File: src/rtl/keypad_entry_ctrl_pkg.sv
// rtl/keypad_entry_ctrl_pkg.sv - shared state encoding, key codes and display glyphs
package keypad_entry_ctrl_pkg;

    localparam logic [2:0] ST_IDLE   = 3'd0;
    localparam logic [2:0] ST_ENTRY  = 3'd1;
    localparam logic [2:0] ST_CHECK  = 3'd2;
    localparam logic [2:0] ST_OPEN   = 3'd3;
    localparam logic [2:0] ST_ERROR  = 3'd4;
    localparam logic [2:0] ST_LOCKED = 3'd5;

    localparam logic [4:0] KEY_DIGIT_MAX = 5'h09;
    localparam logic [4:0] KEY_CLEAR     = 5'h0A;
    localparam logic [4:0] KEY_ENTER     = 5'h0F;

    localparam logic [4:0] GLYPH_BLANK = 5'h1F;
    localparam logic [4:0] GLYPH_LOCK  = 5'h0E;

    typedef enum logic [1:0] {
        KEV_NONE,
        KEV_DIGIT,
        KEV_CLEAR,
        KEV_ENTER
    } key_event_e;

    // A keypad strobe always wins over a same-cycle push-button edge.
    function automatic key_event_e decode_key(input logic       valid,
                                              input logic [4:0] code,
                                              input logic       enter_edge);
        key_event_e ev;
        ev = KEV_NONE;
        if (valid) begin
            if (code <= KEY_DIGIT_MAX)   ev = KEV_DIGIT;
            else if (code == KEY_CLEAR)  ev = KEV_CLEAR;
            else if (code == KEY_ENTER)  ev = KEV_ENTER;
        end else if (enter_edge) begin
            ev = KEV_ENTER;
        end
        return ev;
    endfunction

endpackage

File: src/rtl/btn_sync_edge.sv
// rtl/btn_sync_edge.sv - two-flop synchronizer and rising-edge detector for a raw button
module btn_sync_edge (
    input  logic clk,
    input  logic rst_n,
    input  logic i_btn,
    output logic o_rise
);

    logic       r_meta;
    logic       r_sync;
    logic       r_prev;
    logic [2:0] r_arm;

    always_ff @(posedge clk or negedge rst_n) begin
        if (!rst_n) begin
            r_meta <= 1'b0;
            r_sync <= 1'b0;
            r_prev <= 1'b0;
            r_arm  <= 3'b000;
        end else begin
            r_meta <= i_btn;
            r_sync <= r_meta;
            r_prev <= r_sync;
            r_arm  <= {r_arm[1:0], 1'b1};
        end
    end

    // Edges are suppressed until the chain holds real samples, so a button
    // already held across reset release does not count as a press.
    assign o_rise = r_arm[2] & r_sync & ~r_prev;

endmodule

File: src/rtl/keypad_entry_ctrl.sv
// rtl/keypad_entry_ctrl.sv - 3-digit keypad access controller with fail lockout
module keypad_entry_ctrl
    import keypad_entry_ctrl_pkg::*;
#(
    parameter logic [11:0] CODE        = 12'h147,
    parameter int          SHOW_CYCLES = 50_000_000,
    parameter int          MAX_FAILS   = 3,
    parameter int          LOCK_CYCLES = 500_000_000
) (
    input  logic       clk,
    input  logic       reset,
    input  logic       key_valid,
    input  logic [4:0] key_code,
    input  logic       enter,
    output logic [4:0] c,
    output logic [4:0] d,
    output logic [4:0] u,
    output logic       open,
    output logic       error,
    output logic [2:0] state
);

    localparam int TMR_W  = $clog2(LOCK_CYCLES + 1);
    localparam int FAIL_W = $clog2(MAX_FAILS + 1);

    localparam logic [TMR_W-1:0]  SHOW_LOAD = TMR_W'(SHOW_CYCLES - 1);
    localparam logic [TMR_W-1:0]  LOCK_LOAD = TMR_W'(LOCK_CYCLES - 1);
    localparam logic [FAIL_W-1:0] FAIL_MAX  = FAIL_W'(MAX_FAILS);

    logic [2:0]        r_state;
    logic [4:0]        r_c;
    logic [4:0]        r_d;
    logic [4:0]        r_u;
    logic [1:0]        r_count;
    logic [FAIL_W-1:0] r_fail_cnt;
    logic [TMR_W-1:0]  r_timer;
    logic              r_open;
    logic              r_error;

    logic [2:0]        w_state_nxt;
    logic [4:0]        w_c_nxt;
    logic [4:0]        w_d_nxt;
    logic [4:0]        w_u_nxt;
    logic [1:0]        w_count_nxt;
    logic [FAIL_W-1:0] w_fail_nxt;
    logic [TMR_W-1:0]  w_timer_nxt;

    logic              w_enter_edge;
    key_event_e        w_event;
    logic              w_code_match;
    logic [FAIL_W-1:0] w_fail_inc;

    btn_sync_edge u_enter_sync (
        .clk    (clk),
        .rst_n  (reset),
        .i_btn  (enter),
        .o_rise (w_enter_edge)
    );

    assign w_event      = decode_key(key_valid, key_code, w_enter_edge);
    assign w_code_match = (r_c == {1'b0, CODE[11:8]}) &&
                          (r_d == {1'b0, CODE[7:4]})  &&
                          (r_u == {1'b0, CODE[3:0]});
    assign w_fail_inc   = (r_fail_cnt == FAIL_MAX) ? r_fail_cnt : r_fail_cnt + 1'b1;

    always_comb begin
        w_state_nxt = r_state;
        w_c_nxt     = r_c;
        w_d_nxt     = r_d;
        w_u_nxt     = r_u;
        w_count_nxt = r_count;
        w_fail_nxt  = r_fail_cnt;
        w_timer_nxt = r_timer;

        case (r_state)
            ST_IDLE: begin
                if (w_event == KEV_DIGIT) begin
                    w_u_nxt     = key_code;
                    w_count_nxt = 2'd1;
                    w_state_nxt = ST_ENTRY;
                end
            end

            ST_ENTRY: begin
                case (w_event)
                    KEV_DIGIT: begin
                        if (r_count != 2'd3) begin
                            w_c_nxt     = r_d;
                            w_d_nxt     = r_u;
                            w_u_nxt     = key_code;
                            w_count_nxt = r_count + 2'd1;
                        end
                    end
                    KEV_CLEAR: begin
                        w_c_nxt     = GLYPH_BLANK;
                        w_d_nxt     = GLYPH_BLANK;
                        w_u_nxt     = GLYPH_BLANK;
                        w_count_nxt = 2'd0;
                        w_state_nxt = ST_IDLE;
                    end
                    KEV_ENTER: begin
                        if (r_count == 2'd3) begin
                            w_state_nxt = ST_CHECK;
                        end else begin
                            w_state_nxt = ST_ERROR;
                            w_fail_nxt  = w_fail_inc;
                            w_timer_nxt = SHOW_LOAD;
                        end
                    end
                    default: ;
                endcase
            end

            ST_CHECK: begin
                w_timer_nxt = SHOW_LOAD;
                if (w_code_match) begin
                    w_state_nxt = ST_OPEN;
                    w_fail_nxt  = '0;
                end else begin
                    w_state_nxt = ST_ERROR;
                    w_fail_nxt  = w_fail_inc;
                end
            end

            ST_OPEN, ST_ERROR: begin
                if (r_timer != '0) begin
                    w_timer_nxt = r_timer - 1'b1;
                end else if (r_state == ST_ERROR && r_fail_cnt == FAIL_MAX) begin
                    w_state_nxt = ST_LOCKED;
                    w_c_nxt     = GLYPH_LOCK;
                    w_d_nxt     = GLYPH_LOCK;
                    w_u_nxt     = GLYPH_LOCK;
                    w_count_nxt = 2'd0;
                    w_timer_nxt = LOCK_LOAD;
                end else begin
                    w_state_nxt = ST_IDLE;
                    w_c_nxt     = GLYPH_BLANK;
                    w_d_nxt     = GLYPH_BLANK;
                    w_u_nxt     = GLYPH_BLANK;
                    w_count_nxt = 2'd0;
                end
            end

            ST_LOCKED: begin
                if (r_timer != '0) begin
                    w_timer_nxt = r_timer - 1'b1;
                end else begin
                    w_state_nxt = ST_IDLE;
                    w_c_nxt     = GLYPH_BLANK;
                    w_d_nxt     = GLYPH_BLANK;
                    w_u_nxt     = GLYPH_BLANK;
                    w_count_nxt = 2'd0;
                    w_fail_nxt  = '0;
                end
            end

            default: begin
                w_state_nxt = ST_IDLE;
                w_c_nxt     = GLYPH_BLANK;
                w_d_nxt     = GLYPH_BLANK;
                w_u_nxt     = GLYPH_BLANK;
                w_count_nxt = 2'd0;
                w_timer_nxt = '0;
            end
        endcase
    end

    always_ff @(posedge clk or negedge reset) begin
        if (!reset) begin
            r_state    <= ST_IDLE;
            r_c        <= GLYPH_BLANK;
            r_d        <= GLYPH_BLANK;
            r_u        <= GLYPH_BLANK;
            r_count    <= 2'd0;
            r_fail_cnt <= '0;
            r_timer    <= '0;
            r_open     <= 1'b0;
            r_error    <= 1'b0;
        end else begin
            r_state    <= w_state_nxt;
            r_c        <= w_c_nxt;
            r_d        <= w_d_nxt;
            r_u        <= w_u_nxt;
            r_count    <= w_count_nxt;
            r_fail_cnt <= w_fail_nxt;
            r_timer    <= w_timer_nxt;
            r_open     <= (w_state_nxt == ST_OPEN);
            r_error    <= (w_state_nxt == ST_ERROR) || (w_state_nxt == ST_LOCKED);
        end
    end

    assign c     = r_c;
    assign d     = r_d;
    assign u     = r_u;
    assign open  = r_open;
    assign error = r_error;
    assign state = r_state;

endmodule

File: config.mk
export PLATFORM = sky130hd
export DESIGN_NAME = keypad_entry_ctrl
export DESIGN_NICKNAME = d
export VERILOG_FILES = /design/src/rtl/keypad_entry_ctrl_pkg.sv /design/src/rtl/btn_sync_edge.sv /design/src/rtl/keypad_entry_ctrl.sv
export SDC_FILE = /design/constraint.sdc
export NUM_CORES = 1
export LEC_CHECK = 0
export ABC_AREA = 1
export CORE_ASPECT_RATIO = 0.5
export CORE_MARGIN = 4
export CORE_UTILIZATION = 35
export CTS_BUF_LIST = sky130_fd_sc_hd__clkbuf_8
export DETAILED_ROUTE_END_ITERATION = 10
export GPL_TIMING_DRIVEN = 0
export PLACE_DENSITY = 0.63
export SYNTH_ARGS = -nofsm -noshare
export SYNTH_HDL_FRONTEND = slang
export SYNTH_SLANG_ARGS = --single-unit
export TNS_END_PERCENT = 50
File: constraint.sdc
create_clock -name clk -period 2.2 [get_ports clk]
set_input_delay 0.44 -clock clk [delete_from_list [all_inputs] [get_ports clk]]
set_output_delay 0.44 -clock clk [all_outputs]
set_load 0.02 [all_outputs]
==> reports/qor_table.md, run 1 <==
| Parameter | Reported | Unit |
|:---|:---|:---|
| Number of warnings printed during yosys synthesis | 0 | - |
| Synthesized instance count | 608 | - |
| Startpoint type of the worst setup path | register | - |
| Proportion of synthesized chip area in sequential cells | 37.0 | % |
| Final wirelength | 11400 | um |
| Starting density of the core | 36.3 | % |
| Final WS setup | 127 | ps |
| Worst-margin pin slew | 660 | ps |
| All-layer global routing usage | 17.5 | % |
| Worst supply voltage drop on vdd | 0.000580 | V |
| Destination of the critical timing path | r_timer[18] | - |
| Max-slew violations | 0 | - |
| Slowest stage cell on the critical path | dfrtp_1 | - |
| Num rows | 27 | - |
| Top routing layer in use | met4 | - |
| Number of antenna violations at the first check in global routing | 0 | - |
| Share of flip-flops with an asynchronous set or reset after synthesis | 100 | % |
| Multi-input combinational cell area | 2330 | um^2 |
| Kind of end point of the critical path | register | - |
| Commonest cells post-synth | 229 x nand2_1, 83 x nor2_1, 62 x inv_1, 50 x nand3_1, 44 x dfrtp_1 | - |
| Worst clock skew | 7.96 | ps |
| Most area-consuming cells after synthesis | dfrtp_1 27%, nand2_1 21%, dfstp_2 9.7%, nor2_1 7.7%, nand3_1 6.2% | - |
| Largest buffer count on any clock path | 2 | - |
| Number of sinks on the clock net | 59 | - |
| Maximum number of pins on one net before global-route repair | 32 | - |
| Layout overhead on the synthesized area | 26.4 | % |
| Placeable Area | 11100 | um^2 |
| Library cell with the highest instance count after synthesis | nand2_1 | - |
| Post-Place Worst Slack | -711 | ps |
| Full die area | 13400 | um^2 |
| Number of buffer cells added on primary ports | 28 | - |
| First-pass GRT wire length | 18900 | um |
| Leakage power of the design | 2.67 | nW |
| Worst path top cell family by delay | simple AND/OR/NAND/NOR gates | - |
| Number of buffers created by CTS | 9 | - |
| Number of global-route vias before repair | 3841 | - |
| Reg-to-reg startpoint | r_timer[0] | - |
| Crit Path Max Fanout | 10 | - |
| Detail-routed net length per standard cell | 13.9 | um |
| Unrepaired setup endpoints after global routing | yes | - |
| Minimum period implied by the final worst setup slack | 2070 | ps |
| Most instantiated flip-flop cell in the synthesis netlist | dfrtp_1 | - |
| Data arrival time of the critical path | 2330 | ps |
| Routed via count | 4061 | - |
| Final estimated routing congestion in global placement | 0.892 | - |
| Total length of routed met2 wires | 5350 | um |
| Max cap viols | 0 | - |
| Fraction of layout instances using a drive strength above 1 | 18.2 | % |
| Net count reported at finish | 686 | - |
| FF-to-FF End | r_timer[18] | - |
| Combined buffer and inverter count along the critical path | 5 | - |
| Flip-flop and latch count after synthesis | 59 | - |
| Critical path start-end classification | reg2reg | - |
| Chip height | 84.0 | um |
| Peak per-stage delay on the critical path | 420 | ps |
| Drt pass-1 iters | 4 | - |
| Final setup fails | 0 | - |
| Number of hold-slack violations in the final timing report | 0 | - |
| Timing-limited maximum frequency | 482 | MHz |
| Antenna Diode Count | 0 | - |
| Number of primary I/O pins | 29 | - |
| Hold crit path type | in2async | - |
| Insertion delay to the later sink of the worst-skew pair | 360 | ps |
| Biggest area consumer among synthesized cells | dfrtp_1 | - |
| Clock tree from TritonCTS | built | - |
| Number of fill cells in the layout | 1109 | - |
| Average vias per placed instance | 4.95 | - |
| Run status | finished clean | - |
| Post-synth net total | 623 | - |
| CTS clock-pin slew for the worst setup and hold paths | 70 | ps |
| Overall Power | 0.00890 | W |
| Root buffer selected by CTS | clkbuf_8 | - |
| Die outline width | 160 | um |
| Total area of sequential cells | 1500 | um^2 |
| Share of Yosys cell area claimed by the top area cell type | 27.2 | % |
| HPWL after DPL | 8050 | um |
| Worst slew margin relative to its limit | 56.0 | % |
| WP data required | 2460 | ps |
| Total grt overflow | 0 | - |
| Area of the mapped netlist | 4040 | um^2 |
| Critical path startpoint | r_timer[0] | - |
| Number of antenna-violating nets in the routed design | 0 | - |
| Register-to-Register Path Depth | 15 | - |
| Number of distinct library cells after synthesis | 34 | - |
| Detailed route wirelength on metal3 | 607 | um |
| Number of enable flip-flop cells after synthesis | 0 | - |
| Power density over the cells | 1740 | nW/um^2 |
| Number of cells on the critical path | 15 | - |
| Per-instance average area after synthesis | 6.65 | um^2 |
| Cell Chain, Critical Path | inv_2 -> ha_4 -> inv_1 -> nor2_2 -> nand2_2 -> nor2_4 -> nand2_4 -> nor2_8 -> nand3_4 -> inv_2 -> nor2_4 -> buf_12 -> buf_6 -> nand2_1 -> nand2_1 | - |
| Register-to-register setup slack | 130 | ps |
| Detailed-route DRC error count | 0 | - |
| Clock H-tree levels | 3 | - |
| Wire length on met1 | 5210 | um |
| Crit share post-route | 94.2 | % |
| Number of DRC markers in iteration 0 | 316 | - |
-- stage by stage --
stage	TNS (ps)	cells	utilization, %	area (um^2)	hold WS (ps)
after floorplan	0	608	-	4040	144
after global placement	-94880	781	40.4	4500	333
after detailed placement	-30360	782	40.5	4520	337
after CTS	0	815	44.4	4950	123
after global routing	-165	821	45.8	5110	152
final	0	821	45.8	5110	110
-- cell type report --
cell class                      instances  share of cell area [%]
Multi-Input combinational cell        474                    45.7
Sequential cell                        59                    29.3
Timing Repair Buffer                   52                    10.9
Inverter                               65                    4.78
Tap cell                              145                    3.55
Clock buffer                           10                    2.69
Buffer                                 10                    2.08
Clock inverter                          6                    1.10
-- cells by family after synthesis --
kind of cell               count (synthesis)  share of synthesized area (%)
other                                      1                         0.0928
adders and majority gates                  6                           1.86
DFF                                       59                           37.0
AOI/OAI and AO/OA                         53                           7.15
xor gates and xnor gates                  10                           2.17
and+or+nand+nor                          404                           43.3
buffers and inverters                     75                           8.45
-- registers in the layout, indices dropped and copies added (netlist names), 2 cells and up --
name,cells
c,5
d,5
r_count,2
r_fail_cnt,2
r_timer,29
state,3
u,5
u_enter_sync.r_arm,3
-- worst min-delay path by stage --
stage	to	slack, ps	cells past startpoint
after floorplan	error	140	0
after global placement	u_enter_sync.r_arm[1]	330	0
after detailed placement	u_enter_sync.r_arm[2]	340	0
after CTS	r_count[0]	120	1
after global routing	r_count[1]	150	1
final	r_count[0]	110	1
-- metal layers --
layer  up-vias  global-route usage [%]
met5         -                       0
met3        18                    4.44
met1      1899                    21.8
met2        95                    29.4
met4         0                    6.17
li1       2049                       -
-- repair_timing --
item	CTS	global route
resized for setup	22	30
setup buffers	13	5
hold buffers	0	0
cloned	4	1
endpoints found under the setup margin	48	50
pin swaps	9	12
-- worst reg2reg max path, cell delays in order, from the launching register on --
cell	delay [ps]
dfrtp_1	420
inv_2	120
ha_4	130
inv_1	50
nor2_2	120
nand2_2	90
nor2_4	150
nand2_4	80
nor2_8	180
nand3_4	110
inv_2	80
nor2_4	50
buf_12	120
buf_6	140
nand2_1	80
nand2_1	50
-- placed cells by master (no fill, tap or decap), types with 5 or more instances in the layout --
master and n:
a21oi_1 10, buf_4 16, buf_6 7, clkbuf_8 10
clkdlybuf4s50_1 21, dfrtp_1 44, dfstp_2 15, inv_1 59
inv_2 7, nand2_1 224, nand2_2 11, nand3_1 48
nand4_1 11, nor2_1 73, nor2_2 11, nor2_4 7
nor3_1 5, o21ai_0 27, xor2_1 7
-- power breakdown --
| part | internal (W) | switching (W) | total (W) |
|---|---|---|---|
| combinational | 0.00239 | 0.00344 | 0.00583 |
| clock | 0.000543 | 0.000469 | 0.00101 |
| sequential | 0.00161 | 0.000447 | 0.00205 |
| total | 0.00454 | 0.00435 | 0.00890 |
Power figures use the tool's default switching activity.
==> run 2: changes to the inputs <==
--- a/config.mk
+++ b/config.mk
@@ -11,7 +11,6 @@
 export CORE_UTILIZATION = 35
 export CTS_BUF_LIST = sky130_fd_sc_hd__clkbuf_8
 export DETAILED_ROUTE_END_ITERATION = 10
-export GPL_TIMING_DRIVEN = 0
 export PLACE_DENSITY = 0.63
 export SYNTH_ARGS = -nofsm -noshare
 export SYNTH_HDL_FRONTEND = slang
==> reports/qor_table.md, run 2 (synthesized netlist as in run 1, its figures left out) <==
| Parameter | Reported | Unit |
|:---|:---|:---|
| Clock tree from TritonCTS | built | - |
| Number of fill cells in the layout | 1107 | - |
| Final setup fails | 0 | - |
| Kind of end point of the critical path | output pin | - |
| Worst-margin pin slew | 543 | ps |
| Largest buffer count on any clock path | 2 | - |
| Chip height | 84.0 | um |
| Average vias per placed instance | 4.94 | - |
| Minimum period implied by the final worst setup slack | 2040 | ps |
| Number of hold-slack violations in the final timing report | 0 | - |
| Peak per-stage delay on the critical path | 680 | ps |
| Commonest non-fill, non-tap cell in the layout | nand2_1 | - |
| Wire length on met1 | 5210 | um |
| Flip-flop count of the largest register, all copies and words added | 29 | - |
| Timing-limited maximum frequency | 489 | MHz |
| All-layer global routing usage | 18.2 | % |
| Final wirelength | 11500 | um |
| Number of primary I/O pins | 29 | - |
| Placeable Area | 11100 | um^2 |
| Combined buffer and inverter count along the critical path | 1 | - |
| Number of sinks on the clock net | 59 | - |
| First-pass GRT wire length | 19700 | um |
| Power density over the cells | 1710 | nW/um^2 |
| Most flops, register | r_timer | - |
| Fraction of layout instances using a drive strength above 1 | 18.5 | % |
| Total length of routed met2 wires | 5360 | um |
| HPWL after DPL | 7880 | um |
| Critical path start-end classification | reg2out | - |
| Data arrival time of the critical path | 1600 | ps |
| Root buffer selected by CTS | clkbuf_8 | - |
| Detailed-route DRC error count | 0 | - |
| Number of DRC markers in iteration 0 | 315 | - |
| Non-filler instance count after layout | 831 | - |
| Top library cells by usage in the layout, fill and taps aside | 225 x nand2_1, 77 x nor2_1, 60 x inv_1 | - |
| Number of placed instances with taps included | 796 | - |
| Crit Path Max Fanout | 8 | - |
| Worst slew margin relative to its limit | 63.8 | % |
| Worst path top cell family by delay | buffers and inverters | - |
| Leakage power of the design | 2.70 | nW |
| Clock H-tree levels | 3 | - |
| Number of antenna violations at the first check in global routing | 0 | - |
| Final instance area | 5120 | um^2 |
| Cts-stage hold buffer count | 0 | - |
| Number of antenna-violating nets in the routed design | 0 | - |
| Drt pass-1 iters | 6 | - |
| Max-slew violations | 0 | - |
| Worst supply voltage drop on vdd | 0.000545 | V |
| Fin Hold WS | 50.0 | ps |
| Final WS setup | 156 | ps |
| Antenna Diode Count | 0 | - |
| Slowest stage cell on the critical path | clkdlybuf4s50_1 | - |
| Startpoint type of the worst setup path | register | - |
| Number of buffers created by CTS | 9 | - |
| Post-Place Worst Slack | -586 | ps |
| WP data required | 1760 | ps |
| Worst clock skew | 7.51 | ps |
| Maximum number of pins on one net before global-route repair | 39 | - |
| Standard cell area after detailed placement | 4640 | um^2 |
| Crit share post-route | 92.9 | % |
| Top routing layer in use | met4 | - |
| Run status | finished clean | - |
| Num rows | 27 | - |
| Number of buffer cells added on primary ports | 28 | - |
| Total grt overflow | 0 | - |
| Number of global-route vias before repair | 4055 | - |
| Layout overhead on the synthesized area | 26.7 | % |
| Routed via count | 4104 | - |
| Detailed route wirelength on metal3 | 636 | um |
| Hold crit path type | in2async | - |
| Detail-routed net length per standard cell | 13.9 | um |
| Insertion delay to the later sink of the worst-skew pair | 360 | ps |
| Max cap viols | 0 | - |
| Full die area | 13400 | um^2 |
| CTS clock-pin slew for the worst setup and hold paths | 70 | ps |
| Starting density of the core | 36.3 | % |
| Die outline width | 160 | um |
| Final estimated routing congestion in global placement | 0.864 | - |
| Net count reported at finish | 696 | - |
| Cell Chain, Critical Path | clkdlybuf4s50_1 | - |
[run 2: path summary, 6_finish.rpt]
| path | startpoint | end | slack (ps) | depth (start not counted) |
|---|---|---|---|---|
| setup / recovery | state[1] | state[1] | 160 | 1 |
| hold / removal | reset | r_count[1] | 50 | 1 |
| setup reg to reg | r_timer[1] | r_timer[11] | 160 | 15 |
| hold reg to reg | u_enter_sync.r_arm[0] | u_enter_sync.r_arm[1] | 350 | 0 |
| max in group asynchronous | reset | d[0] | 1520 | 2 |
| min in group clk | u_enter_sync.r_arm[0] | u_enter_sync.r_arm[1] | 350 | 0 |
[run 2: repair_timing]
item,4_1_cts,5_1_grt
endpoints found under the setup margin,47,35
pin swaps,9,16
gates resized for setup,30,21
cloned,4,0
buffers inserted,11,5
[run 2: stage by stage]
stage / total power (W) / TNS, ps / util (%)
floorplan: 0.00546 / 0 / -
global placement: 0.00685 / -21920 / 41.6
detailed placement: 0.00693 / -25770 / 41.6
CTS: 0.00863 / 0 / 45.5
global route: 0.00953 / -3.80 / 45.9
finish: 0.00873 / 0 / 45.9
[run 2: power breakdown]
| group | total (W) | switching, W | internal [W] |
|---|---|---|---|
| clock | 0.000982 | 0.000471 | 0.000510 |
| sequential | 0.00207 | 0.000458 | 0.00161 |
| combinational | 0.00569 | 0.00338 | 0.00231 |
| total | 0.00873 | 0.00431 | 0.00443 |
[run 2: metal layers]
layer / GRT usage (%) / up-vias
met3: 4.19 / 26
met2: 30.9 / 107
li1: - / 2070
met5: 0 / -
met4: 8.12 / 0
met1: 22.0 / 1901
[run 2: area by class of cell]
| cell class | count | area (um^2) | share of cell area (%) |
|---|---|---|---|
| Tap cell | 145 | 181 | 3.54 |
| Sequential cell | 59 | 1500 | 29.2 |
| Timing Repair Buffer | 72 | 724 | 14.1 |
| Clock inverter | 7 | 61.3 | 1.20 |
| Inverter | 65 | 246 | 4.81 |
| Multi-Input combinational cell | 474 | 2290 | 44.7 |
| Clock buffer | 9 | 124 | 2.42 |
